**src/rtl/spi_sd_master.sv**
```systemverilog
// Byte-wide mode-0 SPI master for SD cards, driven by a CPU strobe/cmd/data triple.
// Optional SPI_LOOPBACK_EN: the receive shifter samples internal mosi instead of spi_miso.
module spi_sd_master #(
   parameter int DIV_FAST  = 2,
   parameter int DIV_INIT  = 64,
   parameter int INIT_CLKS = 80
) (
   input  logic       clk50,
   input  logic       reset,
   output logic       spi_cs,
   output logic       spi_sclk,
   input  logic       spi_miso,
   output logic       spi_mosi,
   input  logic       spi_sent,
   input  logic [1:0] spi_cmd,
   input  logic [7:0] spi_din,
   output logic [7:0] spi_out,
   output logic [1:0] spi_st
);

   localparam int DMAX = (DIV_INIT > DIV_FAST) ? DIV_INIT : DIV_FAST;
   localparam int DW   = $clog2(DMAX + 1);
   localparam int CMAX = (INIT_CLKS > 8) ? INIT_CLKS : 8;
   localparam int CW   = $clog2(CMAX + 1);

   localparam logic [1:0] IDLE = 2'd0;
   localparam logic [1:0] XFER = 2'd1;
   localparam logic [1:0] INIT = 2'd2;

   logic [1:0]    state;
   logic          sent_q;
   logic          sent_prev;
   logic          init_done;
   logic [DW-1:0] div_cnt;
   logic [DW-1:0] div_last;
   logic [CW-1:0] bit_cnt;
   logic [CW-1:0] bit_last;
   logic [7:0]    tx_sh;
   logic [7:0]    rx_sh;
   logic          rx_bit;
   logic          accept;
   logic          half_end;
   logic          is_xfer;

`ifdef SPI_LOOPBACK_EN
   assign rx_bit = spi_mosi;
`else
   assign rx_bit = spi_miso;
`endif

   assign is_xfer  = (state == XFER);
   assign accept   = sent_q & ~sent_prev & (state == IDLE);
   assign div_last = is_xfer ? DW'(DIV_FAST - 1) : DW'(DIV_INIT - 1);
   assign bit_last = is_xfer ? CW'(7) : CW'(INIT_CLKS - 1);
   assign half_end = (div_cnt == div_last);
   assign spi_st   = {init_done, state != IDLE};

   always_ff @(posedge clk50) begin
      if (reset) begin
         state     <= IDLE;
         spi_cs    <= 1'b1;
         spi_sclk  <= 1'b0;
         spi_mosi  <= 1'b1;
         spi_out   <= 8'hFF;
         init_done <= 1'b0;
         sent_q    <= 1'b0;
         sent_prev <= 1'b0;
         div_cnt   <= '0;
         bit_cnt   <= '0;
         tx_sh     <= '0;
         rx_sh     <= '0;
      end else begin
         sent_q    <= spi_sent;
         sent_prev <= sent_q;
         unique case (state)
            IDLE: begin
               if (accept) begin
                  div_cnt  <= '0;
                  bit_cnt  <= '0;
                  spi_sclk <= 1'b0;
                  unique case (spi_cmd)
                     2'd0: begin
                        state    <= XFER;
                        tx_sh    <= spi_din;
                        spi_mosi <= spi_din[7];
                     end
                     2'd1: begin
                        state    <= INIT;
                        spi_cs   <= 1'b1;
                        spi_mosi <= 1'b1;
                     end
                     2'd2: spi_cs <= 1'b0;
                     2'd3: spi_cs <= 1'b1;
                  endcase
               end
            end
            XFER, INIT: begin
               if (!half_end) begin
                  div_cnt <= div_cnt + 1'b1;
               end else begin
                  div_cnt  <= '0;
                  spi_sclk <= ~spi_sclk;
                  if (!spi_sclk) begin
                     if (is_xfer)
                        rx_sh <= {rx_sh[6:0], rx_bit};
                  end else if (bit_cnt == bit_last) begin
                     // Last falling edge: publish result and release the bus.
                     state    <= IDLE;
                     spi_mosi <= 1'b1;
                     if (is_xfer)
                        spi_out <= rx_sh;
                     else
                        init_done <= 1'b1;
                  end else begin
                     bit_cnt <= bit_cnt + 1'b1;
                     if (is_xfer) begin
                        tx_sh    <= {tx_sh[6:0], 1'b0};
                        spi_mosi <= tx_sh[6];
                     end
                  end
               end
            end
            default: state <= IDLE;
         endcase
      end
   end

endmodule

```
**config.mk**
```make
export PLATFORM = sky130hd
export DESIGN_NAME = spi_sd_master
export DESIGN_NICKNAME = d
export VERILOG_FILES = /design/src/rtl/spi_sd_master.sv
export SDC_FILE = /design/constraint.sdc
export NUM_CORES = 1
export LEC_CHECK = 0
export BUFFER_PORTS_ARGS = -buffer_cell sky130_fd_sc_hd__buf_2
export CELL_PAD_IN_SITES_DETAIL_PLACEMENT = 0
export CELL_PAD_IN_SITES_GLOBAL_PLACEMENT = 1
export CORE_UTILIZATION = 38
export DETAILED_ROUTE_END_ITERATION = 10
export GPL_TIMING_DRIVEN = 0
export PLACE_DENSITY_LB_ADDON = 0.12
export RECOVER_POWER = 50
export SYNTH_ARGS = -nofsm -noshare
export SYNTH_HDL_FRONTEND = slang
export SYNTH_SLANG_ARGS = --single-unit
```
**constraint.sdc**
```tcl
create_clock -name clk50 -period 4.4 [get_ports clk50]
set_clock_uncertainty 0.15 [all_clocks]
set_input_delay 0.22 -clock clk50 [delete_from_list [all_inputs] [get_ports clk50]]
set_output_delay 0.22 -clock clk50 [all_outputs]
set_load 0.02 [all_outputs]
```
# Word-level counts from Yosys, hierarchy flattened
# Index checks and enable logic that the tools add are counted.
word_totals:
  regBits: 45
  in_bits: 14
  output_inout_bits: 13
  word_cells: 85
op_classes:
  n_addsub: 2
  n_eq_ne: 16
  n_mux: 33
  bitwise: 5
  n_reduce_logical: 17
op_table:
  columns: ["operator", "count"]
  rows:
  - ["$mux W7", 12]
  - ["$pmux W7 S2", 3]
  - ["$reduce_and A5 Y1", 4]
  - ["$add A7 B1 Y7 const B", 2]
  - ["$ne A2 B2 Y1 const B", 6]
  - ["$mux W2", 4]
  - ["$pmux W1 S2", 4]
  - ["$pmux W2 S2", 2]
  - ["$eq A7 B6 Y1", 1]
  - ["$eq A7 B7 Y1", 1]
  - ["$mux W1", 7]
  - ["$reduce_and A7 Y1", 1]
  - ["$eq A2 B2 Y1 const B", 3]
  - ["$mux W6", 1]
  - ["$reduce_and A3 Y1", 2]
  - ["$reduce_and A6 Y1", 1]
  - ["$reduce_bool A2 Y1", 3]
  - ["$eq A2 B1 Y1 const B", 2]
  - ["$logic_not A2 Y1", 2]
  - ["$reduce_and A4 Y1", 1]
  - ["$reduce_or A2 Y1", 2]
  - ["$ne A3 B1 Y1 const B", 1]
  - ["$ne A3 B3 Y1 const B", 1]
  - ["$not A1 Y1", 3]
  - ["other kinds (3)", 4]

# Depth between registers and ports, before layout
# Gate-level depths: netlist (run 1).
depth:
  ltp_word: 7
  ltp_mapped: 10
  ltp_nobuf: 7

# Worst setup path after synthesis (run 1)
# OpenSTA, ideal clock, no wires.
synth_timing:
  path_kind: "register to register"
  from: "register state[1]"
  to: "register bit_cnt[6]"
  setup_time_ps: 71
  t_arrival_ps: 2315
  required_time_ps: 4179
  path_slack_ps: 1865
  stages_incl_launch_ff: 8
  n_path_buf: 0
  synth_period_minus_slack_ps: 2535
  path_cell_list: "dfxtp_1 inv_1 ha_1 or4b_1 a211o_1 o21a_2 or4_1 a21oi_1"
synth_between:
  elab_chain_len: 5
  elab_cells_between_ends: 16
  classes_between: "eq/ne (8); mux (3); bitwise (1); reduce/logical (4)"
synth_lines:
  columns: ["item", "line", "rtl"]
  rows:
  - ["start: declaration", "30", "logic [1:0] state;"]
  - ["start signal: assignment", "60", "state <= IDLE;"]
  - ["start signal: assignment", "83", "state <= XFER;"]
  - ["start signal: assignment", "88", "state <= INIT;"]
  - ["$eq A2 B1 Y1", "51, 75", null]
  - ["$mux W7 or $mux W6 (tied branches)", "54, 53", null]
  - ["$eq A7 B7 Y1 or $eq A7 B6 Y1 (tied branches)", "106, 55", null]
  - ["$ne A2 B2 Y1 (no source line)", null, null]
  - ["$reduce_and A5 Y1 (no source line)", null, null]
  - ["end signal: assignment", "115", "bit_cnt <= bit_cnt + 1'b1;"]
  - ["end: declaration", "36", "logic [CW-1:0] bit_cnt;"]
# Several ways; a longest one is shown, not always the timed one.
# A chain may end at the register's enable or synchronous reset.

# Final worst setup path (run 1)
layout_timing:
  from: "register state[1]"
  to: "register spi_out[3]"
layout_between:
  elab_chain_len: 4
  elab_cells_between_ends: 8
  classes_between: "eq/ne (4); mux (2); reduce/logical (2)"
layout_lines:
  columns: ["item", "line", "rtl"]
  rows:
  - ["$eq A2 B1 Y1", "51, 75", null]
  - ["$mux W6 or $mux W7 (tied branches)", "53, 54", null]
  - ["$eq A7 B6 Y1 or $eq A7 B7 Y1 (tied branches)", "55, 106", null]
  - ["$reduce_and A5 Y1 (no source line) (*)", null, null]
  - ["end signal: assignment", "111", "spi_out <= rx_sh;"]
  - ["end: declaration", "17", "output logic [7:0] spi_out,"]
# Every way passes the cells marked *; elsewhere a longest branch is shown, timed or not.

==> flow_summary_export.csv, run 1 <==
group,metric,value,unit
pwr,peakVddDrop,196,µV
clock_tree,h-tree-depth,2,
floorplanning,initial_core_util,0.393,
sta,tns,0,ps
logic_synthesis,synth.area.top_cells,"dfxtp_1 42%, nor3_1 5.8%, a21oi_1 5.3%, nor2_1 4.7%, mux2i_1 3.7%",
grt,met3_usage,0.0376,
sta,max_clock_freq,0.298,GHz
placement,gp_congestion,0.728,
pwr,p_leak,0.845,nW
run,cap_viol_max_count,0,
floorplanning,fp.coreArea,0.00551,mm²
logic_synthesis,synth_fa_ha_area_frac,0.0289,
clock_tree,clk_latency,300,ps
sta,rsz0062_at_grt,"no",
pwr,netSwitchingFraction,0.356,
logic_synthesis,yosysUniqueCellTypes,53,
clock_tree,cts-root-buf,"clkbuf_8",
sta,fin_crit,3350,ps
drt,post_drt_via_cell_ratio,5.32,
drt,first_iter_violations,72,
logic_synthesis,synth_xor_area_frac,0.0243,
logic_synthesis,yosysTopAreaCell,"dfxtp_1",
drt,via_count,1887,
clock_tree,numCtsBuffers,5,
layout,finalNetCount,301,
worst_setup_path,critical_path_class,"flop to flop",
logic_synthesis,yosysWarnings,0,
logic_synthesis,synthSimpleGateAreaFrac,0.241,
floorplanning,die_h,77.4,µm
clock_tree,clk_pin_slew_worst_paths,90,ps
floorplanning,die-width,77.4,µm
worst_setup_path,endpoint_kind,"flop",
logic_synthesis,synthTopCellsByCount,"45 x dfxtp_1, 27 x nor2_1, 25 x nor3_1",
layout,final_layout_size_suffix_gt1_frac,0.110,
outcome,status,"completed",
logic_synthesis,synth_compound_area_frac,0.181,
grt,grt_overflow,0,
sta,setup_viol,0,
grt,busiest_layer,"met2",
floorplanning,rows,27,
sta,hold_violations,0,
drt,drt_pass1_iterations,4,
pwr,p_sw,0.406,mW
sta,relSlewSlack,0.291,
pwr,p_int,0.734,mW
clock_tree,cts_tree,"done",
pwr,clock_power_share,0.279,
logic_synthesis,synth_top_family_by_area,"simple AND/OR/NAND/NOR gates",
sta,maxSlewViolCount,0,
floorplanning,die_area,0.00600,mm²
logic_synthesis,syn_inst,249,
floorplanning,io_pins,27,
clock_tree,clockBufferDepth,2,
drt,detail-route-antenna-nets,0,
pwr,seq_power_share,0.394,
logic_synthesis,syn-cell-area,0.00216,mm²
grt,grt_pass1_wl,8450,µm
grt,grt_max_degree,16,
logic_synthesis,seq_area_frac_synth,0.417,
grt,grtUsageTotal,0.178,
placement,dp_cells,346,
sta,worstMarginPinSlew,1040,ps
logic_synthesis,synth_area_per_cell,8.68,µm²
pwr,p_comb_frac,0.327,
clock_tree,cts_sinks,45,
grt,gr-usage-met2,0.266,
grt,gr-usage-met1,0.245,
worst_setup_path,start_kind,"flop",
worst_setup_path,crit_fanout,10,
worst_hold_path,hp-class,"input port to flop",
drt,finalWirelength,4920,µm
logic_synthesis,synth_top_area_share,0.417,
placement,port_buffers,25,
layout,insertedDiodeCount,0,
placement,hpwl,3620,µm
sta,post-route-period-util,0.762,
drt,post_drt_wl_per_cell,13.9,µm
logic_synthesis,synthArstFlopShare,0,
grt,grt_pass1_vias,1721,
logic_synthesis,yosysMostFrequentCell,"dfxtp_1",
grt,grt_antenna_before_repair,0,
logic_synthesis,synth_nets,268,
pwr,pwr_density_cell,460,mW/mm²
logic_synthesis,synth-edff-count,0,
worst_setup_path,required,4490,ps
logic_synthesis,ys_ff_latch,45,
layout,final_cells,355,
logic_synthesis,synthMuxAreaShare,0.0683,
worst_setup_path,worstPathArrival,3440,ps
logic_synthesis,ys.flop_type,"dfxtp_1",
layout,area_growth,14.6,%
drt,drc_errors,0,
power groups by stage:
stage | Combinational, mW | Sequential (mW) | Clock (mW)
after detailed placement | 0.379 | 0.458 | 0
after global placement | 0.379 | 0.458 | 0
after floorplan | 0.274 | 0.461 | 0
after CTS | 0.382 | 0.449 | 0.330
after global routing | 0.416 | 0.453 | 0.345
final | 0.373 | 0.449 | 0.318
layer usage:
layer | vias up | wire length (µm)
met5 | - | 0
met4 | 0 | 63
met3 | 7 | 159
met2 | 30 | 2110
met1 | 878 | 2600
li1 | 972 | -
cell type report:
type                       instances  area [µm²]
clock buffer                       5        68.8
inverter                           6        22.5
fill                             569        3030
buffer                            15        63.8
tap                               72        90.1
clock inverter                     3        46.3
sequential                        45         901
timing repair buffer              26         119
multi-input combinational        183        1170
state kept, by name, summed over array words and instances (netlist names):
register   flops
sent_prev      1
init_done      1
div_cnt        7
spi_sclk       1
spi_out        8
bit_cnt        7
rx_sh          8
spi_cs         1
sent_q         1
state          2
tx_sh          7
spi_mosi       1
through the flow:
step / utilization / area (µm²) / setup slack (ps) / power (mW) / hold slack [ps]
4_1_cts: 0.454 / 2500 / 1370 / 1.16 / 10.2
3_5_place_dp: 0.432 / 2380 / 1390 / 0.838 / 293
6_report: 0.450 / 2480 / 1050 / 1.14 / 23.5
2_1_floorplan: - / 2160 / 1860 / 0.735 / 198
5_1_grt: 0.450 / 2480 / 671 / 1.21 / 12.2
3_3_place_gp: 0.432 / 2380 / 1380 / 0.837 / 291
cell usage in the layout, fill, tap and decap left out, types with 2 or more instances in the layout:
cell and n:
nor3b_1 4, o31a_1 2, a211o_1 3, mux2_2 6, buf_2 14, a211oi_1 2
or4_1 3, clkbuf_1 23, nor4bb_1 2, nor3_1 25, mux2i_1 8, o21a_1 3
xor2_1 2, nand4_1 3, dfxtp_1 45, o21ai_0 12, nand3b_1 2, a21oi_1 23
nand2_1 12, clkbuf_8 5, and3b_1 4, nand3_1 4, inv_1 6, xnor2_1 4
nor2b_1 4, nor2_1 27, ha_1 5
final timing paths:
path,startpoint,endpoint,slack [ps],cells after the start
hold / removal,spi_miso,rx_sh[0]$_SDFFE_PP0P_,20,3
setup reg to reg,state[1]$_SDFFE_PP0P_,spi_out[3]$_SDFFE_PP1P_,1050,9
setup / recovery,state[1]$_SDFFE_PP0P_,spi_out[3]$_SDFFE_PP1P_,1050,9
hold reg to reg,tx_sh[0]$_SDFFE_PP0P_,tx_sh[0]$_SDFFE_PP0P_,340,2
critical path, cell delays in order, from the launching register on:
cell	delay, ps
dfxtp_1	320
inv_1	90
ha_1	310
or4b_1	500
a2111oi_0	950
and4_1	330
clkbuf_2	200
buf_2	250
nor3_1	60
a21oi_1	130
timing repair:
action	4_1_cts	5_1_grt
resized for setup	0	0
hold buffers	1	0
hold endpoints to repair	1	0
setup buffers	0	0
cell families after synthesis:
| kind of cell | count (synthesis) |
|---|---|
| xor gates and xnor gates | 6 |
| DFF | 45 |
| muxes | 14 |
| AOI/OAI and AO/OA | 60 |
| adders and majority gates | 5 |
| and+or+nand+nor | 98 |
| buffers and inverters | 21 |
Power figures use the tool's default switching activity.
==> run 2: changes to the inputs <==
==> constraint.sdc (replaced) <==
create_clock -name clk50 -period 2.7 [get_ports clk50]
set_clock_uncertainty 0.15 [all_clocks]
set_input_delay 0.135 -clock clk50 [delete_from_list [all_inputs] [get_ports clk50]]
set_output_delay 0.135 -clock clk50 [all_outputs]
set_load 0.02 [all_outputs]
==> flow_summary_export.csv, run 2 (synthesis gave the netlist of run 1 again) <==
group,metric,value,unit
sta,post-route-period-util,0.964,
grt,grt_pass1_wl,8470,µm
clock_tree,clockBufferDepth,2,
pwr,p_int,1.26,mW
drt,drc_errors,0,
pwr,p_leak,0.896,nW
outcome,status,"completed",
sta,hold_violations,0,
pwr,p_sw,0.688,mW
run,cap_viol_max_count,0,
sta,worstMarginPinSlew,722,ps
worst_hold_path,min_from,"spi_cmd[1]",
pwr,peakVddDrop,331,µV
grt,busiest_layer,"met2",
clock_tree,cts_tree,"done",
worst_setup_path,worstPathArrival,2690,ps
layout,finalNetCount,305,
drt,post_drt_wl_per_cell,13.8,µm
drt,post_drt_via_cell_ratio,5.30,
grt,grt_overflow,0,
worst_hold_path,hp-class,"input port to flop",
floorplanning,die_area,0.00600,mm²
grt,gr-usage-met2,0.266,
drt,finalWirelength,4970,µm
placement,dp_slack,-305,ps
sta,fin_crit,2600,ps
floorplanning,die-width,77.4,µm
clock_tree,clk_pin_slew_worst_paths,90,ps
worst_setup_path,critical_path_class,"flop to flop",
placement,hpwl,3620,µm
clock_tree,cts-root-buf,"clkbuf_8",
grt,grtUsageTotal,0.178,
worst_setup_path,endpoint_kind,"flop",
placement,dp_cells,346,
layout,area_growth,20.7,%
placement,dpl_cell_area,0.00238,mm²
floorplanning,die_h,77.4,µm
worst_hold_path,min_path_cells,3,
pwr,pwr_density_cell,746,mW/mm²
sta,fin_ws,97.3,ps
grt,gr-usage-met1,0.243,
worst_setup_path,start_kind,"flop",
worst_setup_path,worstRegToRegCells,6,
layout,top_regs,"rx_sh (8), spi_out (8)",
pwr,clock_power_share,0.268,
layout,insertedDiodeCount,0,
pwr,seq_power_share,0.378,
layout,layout_commonest_cell,"dfxtp_1",
pwr,netSwitchingFraction,0.353,
sta,finalHoldWorstSlack,21.3,ps
drt,detail-route-antenna-nets,0,
placement,port_buffers,25,
layout,fillerInstances,559,
layout,final_layout_size_suffix_gt1_frac,0.167,
layout,final_cells,359,
clock_tree,h-tree-depth,2,
grt,grt_pass1_vias,1731,
placement,gp_congestion,0.728,
worst_setup_path,crit_fanout,9,
sta,rsz0062_at_grt,"no",
sta,setup_viol,0,
grt,met3_usage,0.0400,
drt,via_count,1904,
floorplanning,rows,27,
grt,grt_max_degree,16,
clock_tree,clk_latency,300,ps
worst_setup_path,startpoint,"state[0]$_SDFFE_PP0P_",
sta,max_clock_freq,0.384,GHz
drt,drt_pass1_iterations,4,
floorplanning,fp.coreArea,0.00551,mm²
layout,final_cell_mix,"45 x dfxtp_1, 27 x nor2_1, 25 x nor3_1, 22 x a21oi_1, 17 x clkbuf_1",
worst_setup_path,required,2780,ps
grt,grt_antenna_before_repair,0,
floorplanning,io_pins,27,
pwr,p_comb_frac,0.353,
sta,maxSlewViolCount,0,
floorplanning,initial_core_util,0.393,
drt,first_iter_violations,44,
clock_tree,numCtsBuffers,5,
sta,relSlewSlack,0.512,
worst_setup_path,timing.rr.start,"state[0]$_SDFFE_PP0P_",
layout,final_area,0.00261,mm²
clock_tree,cts_sinks,45,
==> run 2: cell count changes in the layout (fill, tap and decap cells not counted), sizes merged <==
cell,before,now
buf,16,20
dlygate4sd3,1,4
clkbuf,29,26
==> run 2: metal layers <==
metal,vias to the layer above,part of all wire
met1,875,0.52
met5,-,0
li1,983,-
met2,35,0.43
met3,11,0.031
met4,0,0.019
==> run 2: power by group through the flow <==
stage          clock network [mW]  registers (mW)  logic (mW)
2_1_floorplan                   0           0.752       0.446
3_3_place_gp                    0           0.746       0.617
3_5_place_dp                    0           0.747       0.618
4_1_cts                     0.539           0.735       0.658
5_1_grt                     0.559           0.742       0.755
6_report                    0.522           0.736       0.687
==> run 2: cell type report <==
class                      count  area, µm²  share of cell area
timing repair buffer          33        180              0.0691
multi-input combinational    183       1240               0.474
sequential                    45        901               0.345
buffer                        12       62.6              0.0240
inverter                       6       22.5             0.00863
clock inverter                 3       46.3              0.0177
tap                           72       90.1              0.0345
clock buffer                   5       68.8              0.0264
==> run 2: repair_timing <==
item	in CTS	in global routing
hold buffers	4	0
pin swaps	1	3
gates resized for setup	8	10
hold endpoints to repair	4	0
endpoints found under the setup margin	29	39
buffers inserted	0	4
==> run 2: critical path, stage by stage, from the launching register on <==
cell	delay (ps)
dfxtp_1	400
ha_4	190
or4b_4	490
a211o_4	370
o21a_4	260
or4_1	530
a21oi_2	140
==> run 2: per-stage QoR <==
stage / setup TNS (ps) / power (mW) / util
after global placement: -4870 / 1.36 / 0.432
after detailed placement: -5050 / 1.37 / 0.432
after CTS: 0 / 1.93 / 0.467
final: 0 / 1.95 / 0.474
after global routing: 0 / 2.06 / 0.474
after floorplan: 0 / 1.20 / -
==> run 2: final timing paths <==
| check | end | slack (ps) |
|---|---|---|
| setup / recovery | bit_cnt[6]$_SDFFE_PP0P_ | 100 |
| hold / removal | spi_cs$_SDFFE_PP1P_ | 20 |
| setup reg to reg | bit_cnt[6]$_SDFFE_PP0P_ | 100 |
| hold reg to reg | tx_sh[0]$_SDFFE_PP0P_ | 340 |
==> run 3: changes to the inputs <==
--- a/config.mk
+++ b/config.mk
@@ -8,6 +8,7 @@
 export BUFFER_PORTS_ARGS = -buffer_cell sky130_fd_sc_hd__buf_2
 export CELL_PAD_IN_SITES_DETAIL_PLACEMENT = 0
 export CELL_PAD_IN_SITES_GLOBAL_PLACEMENT = 1
+export CORE_MARGIN = 8
 export CORE_UTILIZATION = 38
 export DETAILED_ROUTE_END_ITERATION = 10
 export GPL_TIMING_DRIVEN = 0
==> flow_summary_export.csv, run 3 (synthesis gave the netlist of run 1 again) <==
group,metric,value,unit
outcome,status,"completed",
clock_tree,cts-root-buf,"clkbuf_8",
worst_setup_path,start_kind,"flop",
clock_tree,cts_sinks,45,
sta,fin_crit,2640,ps
sta,relSlewSlack,0.642,
layout,top_regs,"rx_sh (8), spi_out (8)",
layout,fillerInstances,561,
placement,gp_congestion,0.745,
worst_setup_path,critical_path_class,"flop to flop",
pwr,p_comb_frac,0.350,
pwr,p_int,1.25,mW
sta,rsz0062_at_grt,"yes",
floorplanning,die_h,91.4,µm
placement,port_buffers,25,
pwr,p_sw,0.679,mW
grt,grt_pass1_vias,1896,
worst_setup_path,startpoint,"state[1]$_SDFFE_PP0P_",
layout,finalNetCount,304,
drt,via_count,1885,
sta,finalHoldWorstSlack,28.3,ps
pwr,peakVddDrop,272,µV
floorplanning,fp.coreArea,0.00551,mm²
run,cap_viol_max_count,0,
placement,dp_cells,346,
worst_setup_path,r2r_slack,60,ps
floorplanning,io_pins,27,
floorplanning,die_area,0.00836,mm²
pwr,pwr_density_cell,741,mW/mm²
floorplanning,rows,27,
layout,final_area,0.00260,mm²
worst_setup_path,required,2780,ps
clock_tree,cts_tree,"done",
grt,grt_antenna_before_repair,0,
layout,multiInputGateArea,0.00124,mm²
floorplanning,die-width,91.4,µm
sta,maxSlewViolCount,0,
drt,finalWirelength,5180,µm
worst_setup_path,crit_fanout,9,
worst_setup_path,critical_path.endpoint,"bit_cnt[6]$_SDFFE_PP0P_",
sta,max_clock_freq,0.379,GHz
worst_setup_path,worstRegToRegCells,7,
grt,grtUsageTotal,0.129,
floorplanning,initial_core_util,0.393,
grt,grt_pass1_wl,9090,µm
pwr,netSwitchingFraction,0.353,
pwr,clock_power_share,0.268,
layout,final_cell_mix,"45 x dfxtp_1, 27 x nor2_1, 25 x nor3_1, 23 x a21oi_1, 18 x clkbuf_1",
sta,post-route-period-util,0.977,
grt,grt_max_degree,16,
sta,setup_viol,0,
worst_setup_path,worstPathArrival,2720,ps
drt,post_drt_wl_per_cell,14.5,µm
clock_tree,h-tree-depth,2,
drt,post_drt_via_cell_ratio,5.27,
layout,layout_commonest_cell,"dfxtp_1",
sta,worstMarginPinSlew,538,ps
worst_setup_path,timing.rr.start,"state[1]$_SDFFE_PP0P_",
clock_tree,clk_latency,290,ps
worst_hold_path,hp-class,"input port to flop",
worst_setup_path,endpoint_kind,"flop",
placement,hpwl,3780,µm
clock_tree,numCtsBuffers,5,
placement,dpl_cell_area,0.00238,mm²
drt,first_iter_violations,70,
drt,detail-route-antenna-nets,0,
sta,hold_violations,0,
pwr,seq_power_share,0.382,
clock_tree,clockBufferDepth,2,
layout,area_growth,20.2,%
grt,grt_overflow,0,
sta,fin_ws,62.6,ps
layout,final_layout_size_suffix_gt1_frac,0.161,
layout,final_cells,358,
worst_setup_path,r2r_end,"bit_cnt[6]$_SDFFE_PP0P_",
drt,drc_errors,0,
layout,insertedDiodeCount,0,
placement,dp_slack,-308,ps
pwr,p_leak,0.884,nW
clock_tree,clk_pin_slew_worst_paths,90,ps
drt,drt_pass1_iterations,4,
layout,seq_area,901,µm²
run 3: power by group through the flow:
stage | Combinational [mW] | Sequential [mW] | Clock [mW]
global placement | 0.617 | 0.746 | 0
finish | 0.674 | 0.735 | 0.516
floorplan | 0.446 | 0.752 | 0
CTS | 0.652 | 0.732 | 0.540
detailed placement | 0.623 | 0.746 | 0
global route | 0.756 | 0.741 | 0.562
run 3: how the worst min path moves through the flow:
| stage | from | end | cells after the start |
|---|---|---|---|
| after CTS | spi_cmd[1] | spi_cs$_SDFFE_PP1P_ | 3 |
| after detailed placement | spi_sent | sent_q$_SDFF_PP0_ | 2 |
| after floorplan | spi_sent | sent_q$_SDFF_PP0_ | 1 |
| after global placement | spi_sent | sent_q$_SDFF_PP0_ | 2 |
| final | spi_cmd[1] | spi_cs$_SDFFE_PP1P_ | 3 |
| after global routing | spi_cmd[1] | spi_cs$_SDFFE_PP1P_ | 3 |
run 3: timing repair:
item,in CTS,in global routing
hold buffers,4,0
setup buffers,2,0
cloned,0,0
pin swaps,2,1
endpoints found under the hold margin,4,0
resized for setup,6,12
endpoints found under the setup margin,29,24
run 3: final cells by class:
cell class                      count  share of cell area
Clock inverter                      3              0.0178
Sequential cell                    45               0.347
Timing Repair Buffer               31              0.0636
Multi-Input combinational cell    183               0.479
Inverter                            6             0.00867
Tap cell                           72              0.0347
Buffer                             13              0.0236
Clock buffer                        5              0.0265
run 3: worst max-delay path, stage by stage, from the launching register on:
cell and delay (ps):
dfxtp_1 320, inv_1 130, ha_4 190, or4b_4 500
a211o_4 380, o21a_4 260, or4_1 510, a21oi_1 140
run 3: per-stage QoR:
step	util	TNS [ps]	power, mW
after floorplan	-	0	1.20
after global placement	0.432	-4080	1.36
after detailed placement	0.432	-4910	1.37
after CTS	0.469	0	1.92
after global routing	0.472	-5.13	2.06
final	0.472	0	1.92
run 3: layer usage:
layer	part of all wire	vias up	GRT usage
li1	-	985	-
met1	0.51	871	0.170
met2	0.45	27	0.203
met3	0.030	2	0.0321
met4	0.0058	0	0.0368
met5	0	-	0
